### src/rtl/i2s_tx_slave_if.sv
// Producer-side stereo sample handshake for the I2S slave transmitter.
// The producer offers a {left,right} pair; the transmitter accepts it when ready.
`timescale 1ns/1ps
interface i2s_tx_slave_if #(
    parameter int DATA_W = 16
);
    logic [DATA_W-1:0] sample_left;
    logic [DATA_W-1:0] sample_right;
    logic              sample_valid;
    logic              sample_ready;

    modport master (
        output sample_left,
        output sample_right,
        output sample_valid,
        input  sample_ready
    );

    modport slave (
        input  sample_left,
        input  sample_right,
        input  sample_valid,
        output sample_ready
    );
endinterface

### src/rtl/i2s_tx_slave.sv
// I2S (Philips) slave transmitter: codec drives SCLK/LRCLK, we drive DIN.
// Stereo pairs are buffered in a small FIFO and popped at each left-frame start.
`timescale 1ns/1ps
module i2s_tx_slave #(
    parameter int DATA_W     = 16,
    parameter int FIFO_DEPTH = 8
) (
    input  logic                             clk,
    input  logic                             reset_n,
    input  logic                             enable,
    i2s_tx_slave_if.slave                    smp,
    input  logic                             i2s_sclk,
    input  logic                             i2s_lrclk,
    output logic                             i2s_din,
    output logic [$clog2(FIFO_DEPTH+1)-1:0]  fifo_level,
    output logic                             underrun
);

    localparam int AW = $clog2(FIFO_DEPTH);
    localparam int LW = $clog2(FIFO_DEPTH + 1);
    localparam int CW = $clog2(DATA_W + 1);
    localparam logic [LW-1:0] FULL = LW'(FIFO_DEPTH);
    localparam logic [CW-1:0] LAST = CW'(DATA_W);

    typedef enum logic [1:0] {
        UNLOCKED,
        LEFT,
        RIGHT
    } state_t;

    logic sclk_s1, sclk_s2, sclk_s3;
    logic lr_s1, lr_s2, lr_s3;
    logic sclk_rise, sclk_fall;
    logic lr_q;

    logic boundary, left_bnd, right_bnd;

    state_t state_q, state_d;
    logic   frame_start;
    logic   pop, push, empty, urun;

    logic [DATA_W-1:0] mem_l [FIFO_DEPTH];
    logic [DATA_W-1:0] mem_r [FIFO_DEPTH];
    logic [AW-1:0]     wr_ptr, rd_ptr;

    logic [DATA_W-1:0] shl, shr;
    logic [CW-1:0]     bitcnt;

    // Two flops for metastability, a third for edge detection; strobes registered.
    always_ff @(posedge clk) begin
        if (!reset_n) begin
            sclk_s1   <= 1'b0;
            sclk_s2   <= 1'b0;
            sclk_s3   <= 1'b0;
            lr_s1     <= 1'b0;
            lr_s2     <= 1'b0;
            lr_s3     <= 1'b0;
            sclk_rise <= 1'b0;
            sclk_fall <= 1'b0;
        end else begin
            sclk_s1   <= i2s_sclk;
            sclk_s2   <= sclk_s1;
            sclk_s3   <= sclk_s2;
            lr_s1     <= i2s_lrclk;
            lr_s2     <= lr_s1;
            lr_s3     <= lr_s2;
            sclk_rise <= sclk_s2 & ~sclk_s3;
            sclk_fall <= ~sclk_s2 & sclk_s3;
        end
    end

    always_ff @(posedge clk) begin
        if (!reset_n) begin
            lr_q <= 1'b0;
        end else if (sclk_rise) begin
            lr_q <= lr_s3;
        end
    end

    assign boundary  = sclk_rise && (lr_s3 != lr_q);
    assign left_bnd  = boundary && !lr_s3;
    assign right_bnd = boundary && lr_s3;

    always_ff @(posedge clk) begin
        if (!reset_n) begin
            state_q <= UNLOCKED;
        end else begin
            state_q <= state_d;
        end
    end

    always_comb begin
        state_d     = state_q;
        frame_start = 1'b0;
        if (!enable) begin
            state_d = UNLOCKED;
        end else begin
            frame_start = left_bnd;
            unique case (state_q)
                UNLOCKED: if (left_bnd)  state_d = LEFT;
                LEFT:     if (right_bnd) state_d = RIGHT;
                RIGHT:    if (left_bnd)  state_d = LEFT;
                default:                 state_d = UNLOCKED;
            endcase
        end
    end

    assign empty = (fifo_level == '0);
    assign pop   = frame_start && !empty;
    assign urun  = frame_start && empty;

    assign smp.sample_ready = reset_n && (fifo_level != FULL);
    assign push             = smp.sample_valid && smp.sample_ready;

    always_ff @(posedge clk) begin
        if (push) begin
            mem_l[wr_ptr] <= smp.sample_left;
            mem_r[wr_ptr] <= smp.sample_right;
        end
    end

    always_ff @(posedge clk) begin
        if (!reset_n) begin
            wr_ptr     <= '0;
            rd_ptr     <= '0;
            fifo_level <= '0;
        end else begin
            if (push) begin
                wr_ptr <= wr_ptr + 1'b1;
            end
            if (pop) begin
                rd_ptr <= rd_ptr + 1'b1;
            end
            if (push && !pop) begin
                fifo_level <= fifo_level + 1'b1;
            end else if (pop && !push) begin
                fifo_level <= fifo_level - 1'b1;
            end
        end
    end

    // Shift registers empty out to zero, so long slots pad with zeros.
    always_ff @(posedge clk) begin
        if (!reset_n) begin
            shl      <= '0;
            shr      <= '0;
            bitcnt   <= '0;
            i2s_din  <= 1'b0;
            underrun <= 1'b0;
        end else begin
            underrun <= urun;
            if (state_d == UNLOCKED) begin
                i2s_din <= 1'b0;
                bitcnt  <= '0;
            end else if (frame_start) begin
                shl    <= pop ? mem_l[rd_ptr] : '0;
                shr    <= pop ? mem_r[rd_ptr] : '0;
                bitcnt <= '0;
            end else if (right_bnd) begin
                bitcnt <= '0;
            end else if (sclk_fall && state_q != UNLOCKED) begin
                if (bitcnt < LAST) begin
                    bitcnt <= bitcnt + 1'b1;
                    if (state_q == LEFT) begin
                        i2s_din <= shl[DATA_W-1];
                        shl     <= {shl[DATA_W-2:0], 1'b0};
                    end else begin
                        i2s_din <= shr[DATA_W-1];
                        shr     <= {shr[DATA_W-2:0], 1'b0};
                    end
                end else begin
                    i2s_din <= 1'b0;
                end
            end
        end
    end

endmodule
### src/flat_wrapper.sv
// flat-port wrapper written by rule: the top's interface ports become plain ports
module i2s_tx_slave_flat 
#(
    parameter int DATA_W     = 16,
    parameter int FIFO_DEPTH = 8
)
  (clk, reset_n, enable, i2s_sclk, i2s_lrclk, i2s_din, fifo_level, underrun, smp_sample_left, smp_sample_right, smp_sample_valid, smp_sample_ready);
  i2s_tx_slave_if #(.DATA_W(DATA_W)) smp_i ();
  input  logic clk;
  input  logic reset_n;
  input  logic enable;
  input  logic i2s_sclk;
  input  logic i2s_lrclk;
  output logic i2s_din;
  output logic [$clog2(FIFO_DEPTH+1)-1:0] fifo_level;
  output logic underrun;
  input wire logic [$bits(smp_i.sample_left)-1:0] smp_sample_left;
  input wire logic [$bits(smp_i.sample_right)-1:0] smp_sample_right;
  input wire logic [$bits(smp_i.sample_valid)-1:0] smp_sample_valid;
  output wire logic [$bits(smp_i.sample_ready)-1:0] smp_sample_ready;
  assign smp_i.sample_left = smp_sample_left;
  assign smp_i.sample_right = smp_sample_right;
  assign smp_i.sample_valid = smp_sample_valid;
  assign smp_sample_ready = smp_i.sample_ready;
  i2s_tx_slave #(.DATA_W(DATA_W), .FIFO_DEPTH(FIFO_DEPTH)) u_core (.clk(clk), .reset_n(reset_n), .enable(enable), .smp(smp_i), .i2s_sclk(i2s_sclk), .i2s_lrclk(i2s_lrclk), .i2s_din(i2s_din), .fifo_level(fifo_level), .underrun(underrun));
endmodule
### config.mk
export PLATFORM = sky130hd
export DESIGN_NAME = i2s_tx_slave_flat
export DESIGN_NICKNAME = d
export VERILOG_FILES = /design/src/rtl/i2s_tx_slave_if.sv /design/src/rtl/i2s_tx_slave.sv /design/src/flat_wrapper.sv
export SDC_FILE = /design/constraint.sdc
export NUM_CORES = 1
export LEC_CHECK = 0
export CAP_MARGIN = 5
export CORE_MARGIN = 1
export CORE_UTILIZATION = 45
export DETAILED_ROUTE_END_ITERATION = 16
export DONT_BUFFER_PORTS = 1
export PLACE_DENSITY = 0.63
export SETUP_SLACK_MARGIN = 0.4
export SLEW_MARGIN = 40
export SYNTH_ARGS = -nofsm -noshare
export SYNTH_HDL_FRONTEND = slang
export SYNTH_SLANG_ARGS = --single-unit
### constraint.sdc
create_clock -name clk -period 4.1 [get_ports clk]
set_input_delay 0.82 -clock clk [delete_from_list [all_inputs] [get_ports clk]]
set_output_delay 0.82 -clock clk [all_outputs]
set_load 0.03 [all_outputs]
==> summary by stage <==
Status
The flow ran to the end, and the final reports show no timing, DRC or antenna violations.

Route
The vias after detailed routing is 6514. The number of vias per cell after detailed routing is 5.65. The post-detailed-route count of antenna-violating nets is 0. After detailed routing, the number of remaining DRC violations is 0.

The post-detailed-routing wire length is 25.5 mm. Dividing the detail-routed wire length by the instance count gives 22.1 um. In this run, the number of DRC markers left after iteration 0 of detailed routing was 447. The pre-antenna-repair detailed-routing pass consisted of 5 iterations.

Timing
The final clock skew is 0.0206 ns. The final-report max-slew violation count was 0. The transition at the pin with the smallest max-transition slack is 0.817 ns. Counting I/O delays and the setup requirement, the final critical path takes 2.77 ns. The count of endpoints failing setup in the final report is 0. Dividing the final minimum period by the clock period gives 67.5%. Timing would allow up to 0.361 GHz. The worst slew margin relative to its limit is 45.5%. Setup repair after global routing left no endpoint under its margin. The final-layout setup total negative slack is 0 ns. The total count of hold-check failures in the final report is 0.

Placed design
Detailed placement ended at an HPWL of 15.3 mm. Port buffering added 0 buffers. The final weighted congestion of routability-driven global placement is 0.775. The post-place instance area is 13000 sq um.

Layout
The post-synthesis to final-layout area growth is 12.0%. The number of diodes added for antenna fixing is 0. The number of nets in the final layout is 802. Summing all non-filler instances in the final layout gives an area of 14100 sq um. The share of cells above drive strength 1 is 19.2%.

Logic synthesis
The top cell type by total area after synthesis is sky130_fd_sc_hd__edfxtp_1. Counting distinct cell types in the post-synthesis netlist gives 50. Ranked by instance count, the synthesized netlist is headed by 256 x sky130_fd_sc_hd__edfxtp_1, 65 x sky130_fd_sc_hd__mux2i_1, 63 x sky130_fd_sc_hd__dfxtp_1. The share of the yosys chip area belonging to registers is 71.0%. Of all flip-flops after synthesis, the portion carrying an async set or reset was 0%. The most used flip-flop cell after synthesis is sky130_fd_sc_hd__edfxtp_1. Counting every net in the synthesized netlist gives 794. The synthesized cell area is 12600 sq um.

The synthesized design contains 319 register bits. Yosys attributes the largest share of cell area to sky130_fd_sc_hd__edfxtp_1 61%, sky130_fd_sc_hd__dfxtp_1 10%, sky130_fd_sc_hd__mux4_2 6.1%, sky130_fd_sc_hd__mux2i_1 5.2%, sky130_fd_sc_hd__a311oi_2 2.4%. A synthesized cell averages 16.8 sq um.

The post-synthesis cell count is 749. The synthesized design devotes to its leading area cell type 61.0% of total area. The Yosys step of the flow raised 0 warnings.

Counting flops with a built-in enable in the synthesized netlist gives 256. The cell with the most instances after synthesis is sky130_fd_sc_hd__edfxtp_1.

Worst setup path
The worst endpoint required time is 4.53 ns. Data arrives at the worst endpoint at 3.20 ns. The endpoint type of the worst setup path is a flop. The class of the most critical setup path is flop to flop. The highest fanout seen on the critical path is 7. The launching element type of the critical path is a flop.

Floorplanning
The I/O pin count is 45. The die width is 169 um. The effective utilization at floorplan is 46.3%. The vertical die dimension is 169 um. The full die area is 28700 sq um. After floorplanning, the core was divided into 60 placement rows. The core region is 27300 sq um.

Clock network
The maximum count of clock buffers along a single path is 3. CTS saw 319 sinks. The clock tree from TritonCTS is done. Clock latency on the worst-skew pair, taken at its later pin, is 0.52 ns.

Clock tree synthesis inserted a total of 34 buffers. The H-tree was split into 2 levels. The number of instances resized during post-cts repair is 0. The post-CTS repair timing setup buffer count is 0. The number of hold buffers added after cts is 0. CTS placed an instance of sky130_fd_sc_hd__clkbuf_16 at the clock tree root.

The post-CTS clock slew at the launch and capture registers of the worst setup and hold paths is 0.06 ns.

Pwr
Summed over all cells, the static leakage comes to 4.15 nW. Dividing total power by cell area gives a power density of 468 nW/um^2. VDD sags by at most 0.301 mV.

Global routing
The via count of the first global-routing pass is 6878. The first-pass GRT wire length is 39.6 mm. The initial antenna violation count came to 0.

Entering global routing, the biggest net connects 43 pins. Global routing used 18.4% of the available tracks. Global routing finished with a remaining overflow of 0.

Hold path
The worst min-delay path class is input pin to flop.

Run
The tool flagged a number of max-cap violations equal to 0.
area by class of cell:
type / instances / area, sq um
multi-input combinational: 375 / 3410
clock buffer: 42 / 943
fill: 2141 / 13100
timing repair buffer: 22 / 190
tap: 372 / 465
sequential: 319 / 8950
clock inverter: 18 / 133
inverter: 5 / 18.8
final timing paths:
path / from / end / slack, ns / cells after the start
hold / removal: smp_sample_right[2] / u_core.mem_r[7][2]$_DFFE_PP_ / 0.39 / 0
setup reg to reg: u_core.fifo_level[0]$_SDFFE_PN0P_ / u_core.fifo_level[3]$_SDFFE_PN0P_ / 1.33 / 9
hold reg to reg: u_core.sclk_s3$_SDFF_PN0_ / u_core.sclk_rise$_SDFF_PN0_ / 0.40 / 1
setup / recovery: u_core.fifo_level[0]$_SDFFE_PN0P_ / u_core.fifo_level[3]$_SDFFE_PN0P_ / 1.33 / 9
kinds of logic (layout without fill, tap and decap cells):
| family | Yosys count | in the layout | synth area share (%) |
|---|---|---|---|
| buf+inv | 55 | 87 | 2.57 |
| simple gates | 110 | 110 | 4.21 |
| xor+xnor | 7 | 7 | 0.486 |
| compound gates | 150 | 150 | 9.61 |
| flops | 319 | 319 | 71.0 |
| fa+ha+maj | 7 | 7 | 0.754 |
| mux | 101 | 101 | 11.4 |
power breakdown:
group          total (mW)  switching [mW]  internal [mW]
sequential           3.57          0.0291           3.54
combinational       0.120          0.0728         0.0467
clock                2.91            1.21           1.71
total                6.60            1.31           5.29
critical path, cell delays in order (launching register included):
cell and delay [ns]:
sky130_fd_sc_hd__dfxtp_1 0.47, sky130_fd_sc_hd__or3_1 0.49, sky130_fd_sc_hd__o211a_1 0.32, sky130_fd_sc_hd__ha_1 0.25
sky130_fd_sc_hd__inv_1 0.13, sky130_fd_sc_hd__ha_1 0.25, sky130_fd_sc_hd__a21o_1 0.18, sky130_fd_sc_hd__a21oi_1 0.17
sky130_fd_sc_hd__mux2i_1 0.24, sky130_fd_sc_hd__mux2i_1 0.19
flip-flops by register name, indices dropped and copies added, names as in the netlist, 2 cells and up, named ones only:
register,flops
u_core.mem_l,128
u_core.rd_ptr,3
u_core.mem_r,128
u_core.wr_ptr,3
u_core.state_q,2
u_core.bitcnt,5
u_core.shl,16
u_core.shr,16
u_core.fifo_level,4
cells in the final DEF (no fill, tap or decap), types with 6 or more instances in the layout:
master                        n
sky130_fd_sc_hd__a21oi_1     39
sky130_fd_sc_hd__a22oi_1     30
sky130_fd_sc_hd__a311oi_1    10
sky130_fd_sc_hd__a311oi_2    20
sky130_fd_sc_hd__and2_1       6
sky130_fd_sc_hd__buf_4       20
sky130_fd_sc_hd__clkbuf_16   36
sky130_fd_sc_hd__clkinv_1     8
sky130_fd_sc_hd__dfxtp_1     61
sky130_fd_sc_hd__edfxtp_1   256
sky130_fd_sc_hd__ha_1         6
sky130_fd_sc_hd__mux2i_1     65
sky130_fd_sc_hd__mux4_2      34
sky130_fd_sc_hd__nand2_1     46
sky130_fd_sc_hd__nand2b_1     7
sky130_fd_sc_hd__nor2_1      18
sky130_fd_sc_hd__nor2_4       6
sky130_fd_sc_hd__o211ai_1    30
sky130_fd_sc_hd__xnor2_1      6
layer usage:
layer	global-route usage [%]	wire [um]	vias up
li1	-	-	2988
met1	24.3	11100	3312
met2	30.9	12600	170
met3	3.26	1230	44
met4	5.80	523	0
met5	0	0	-
stage by stage:
step	util [%]	power, mW	hold WS [ns]	std cells	worst slack (ns)
floorplan	-	3.72	0.383	749	1.11
global placement	47.8	3.75	0.389	1092	1.39
detailed placement	47.9	3.76	0.397	1093	1.35
CTS	51.8	6.66	0.371	1153	1.33
global route	51.8	6.79	0.367	1153	1.15
finish	51.8	6.60	0.390	1153	1.33
No activity file was read; power rests on OpenSTA's default activity.
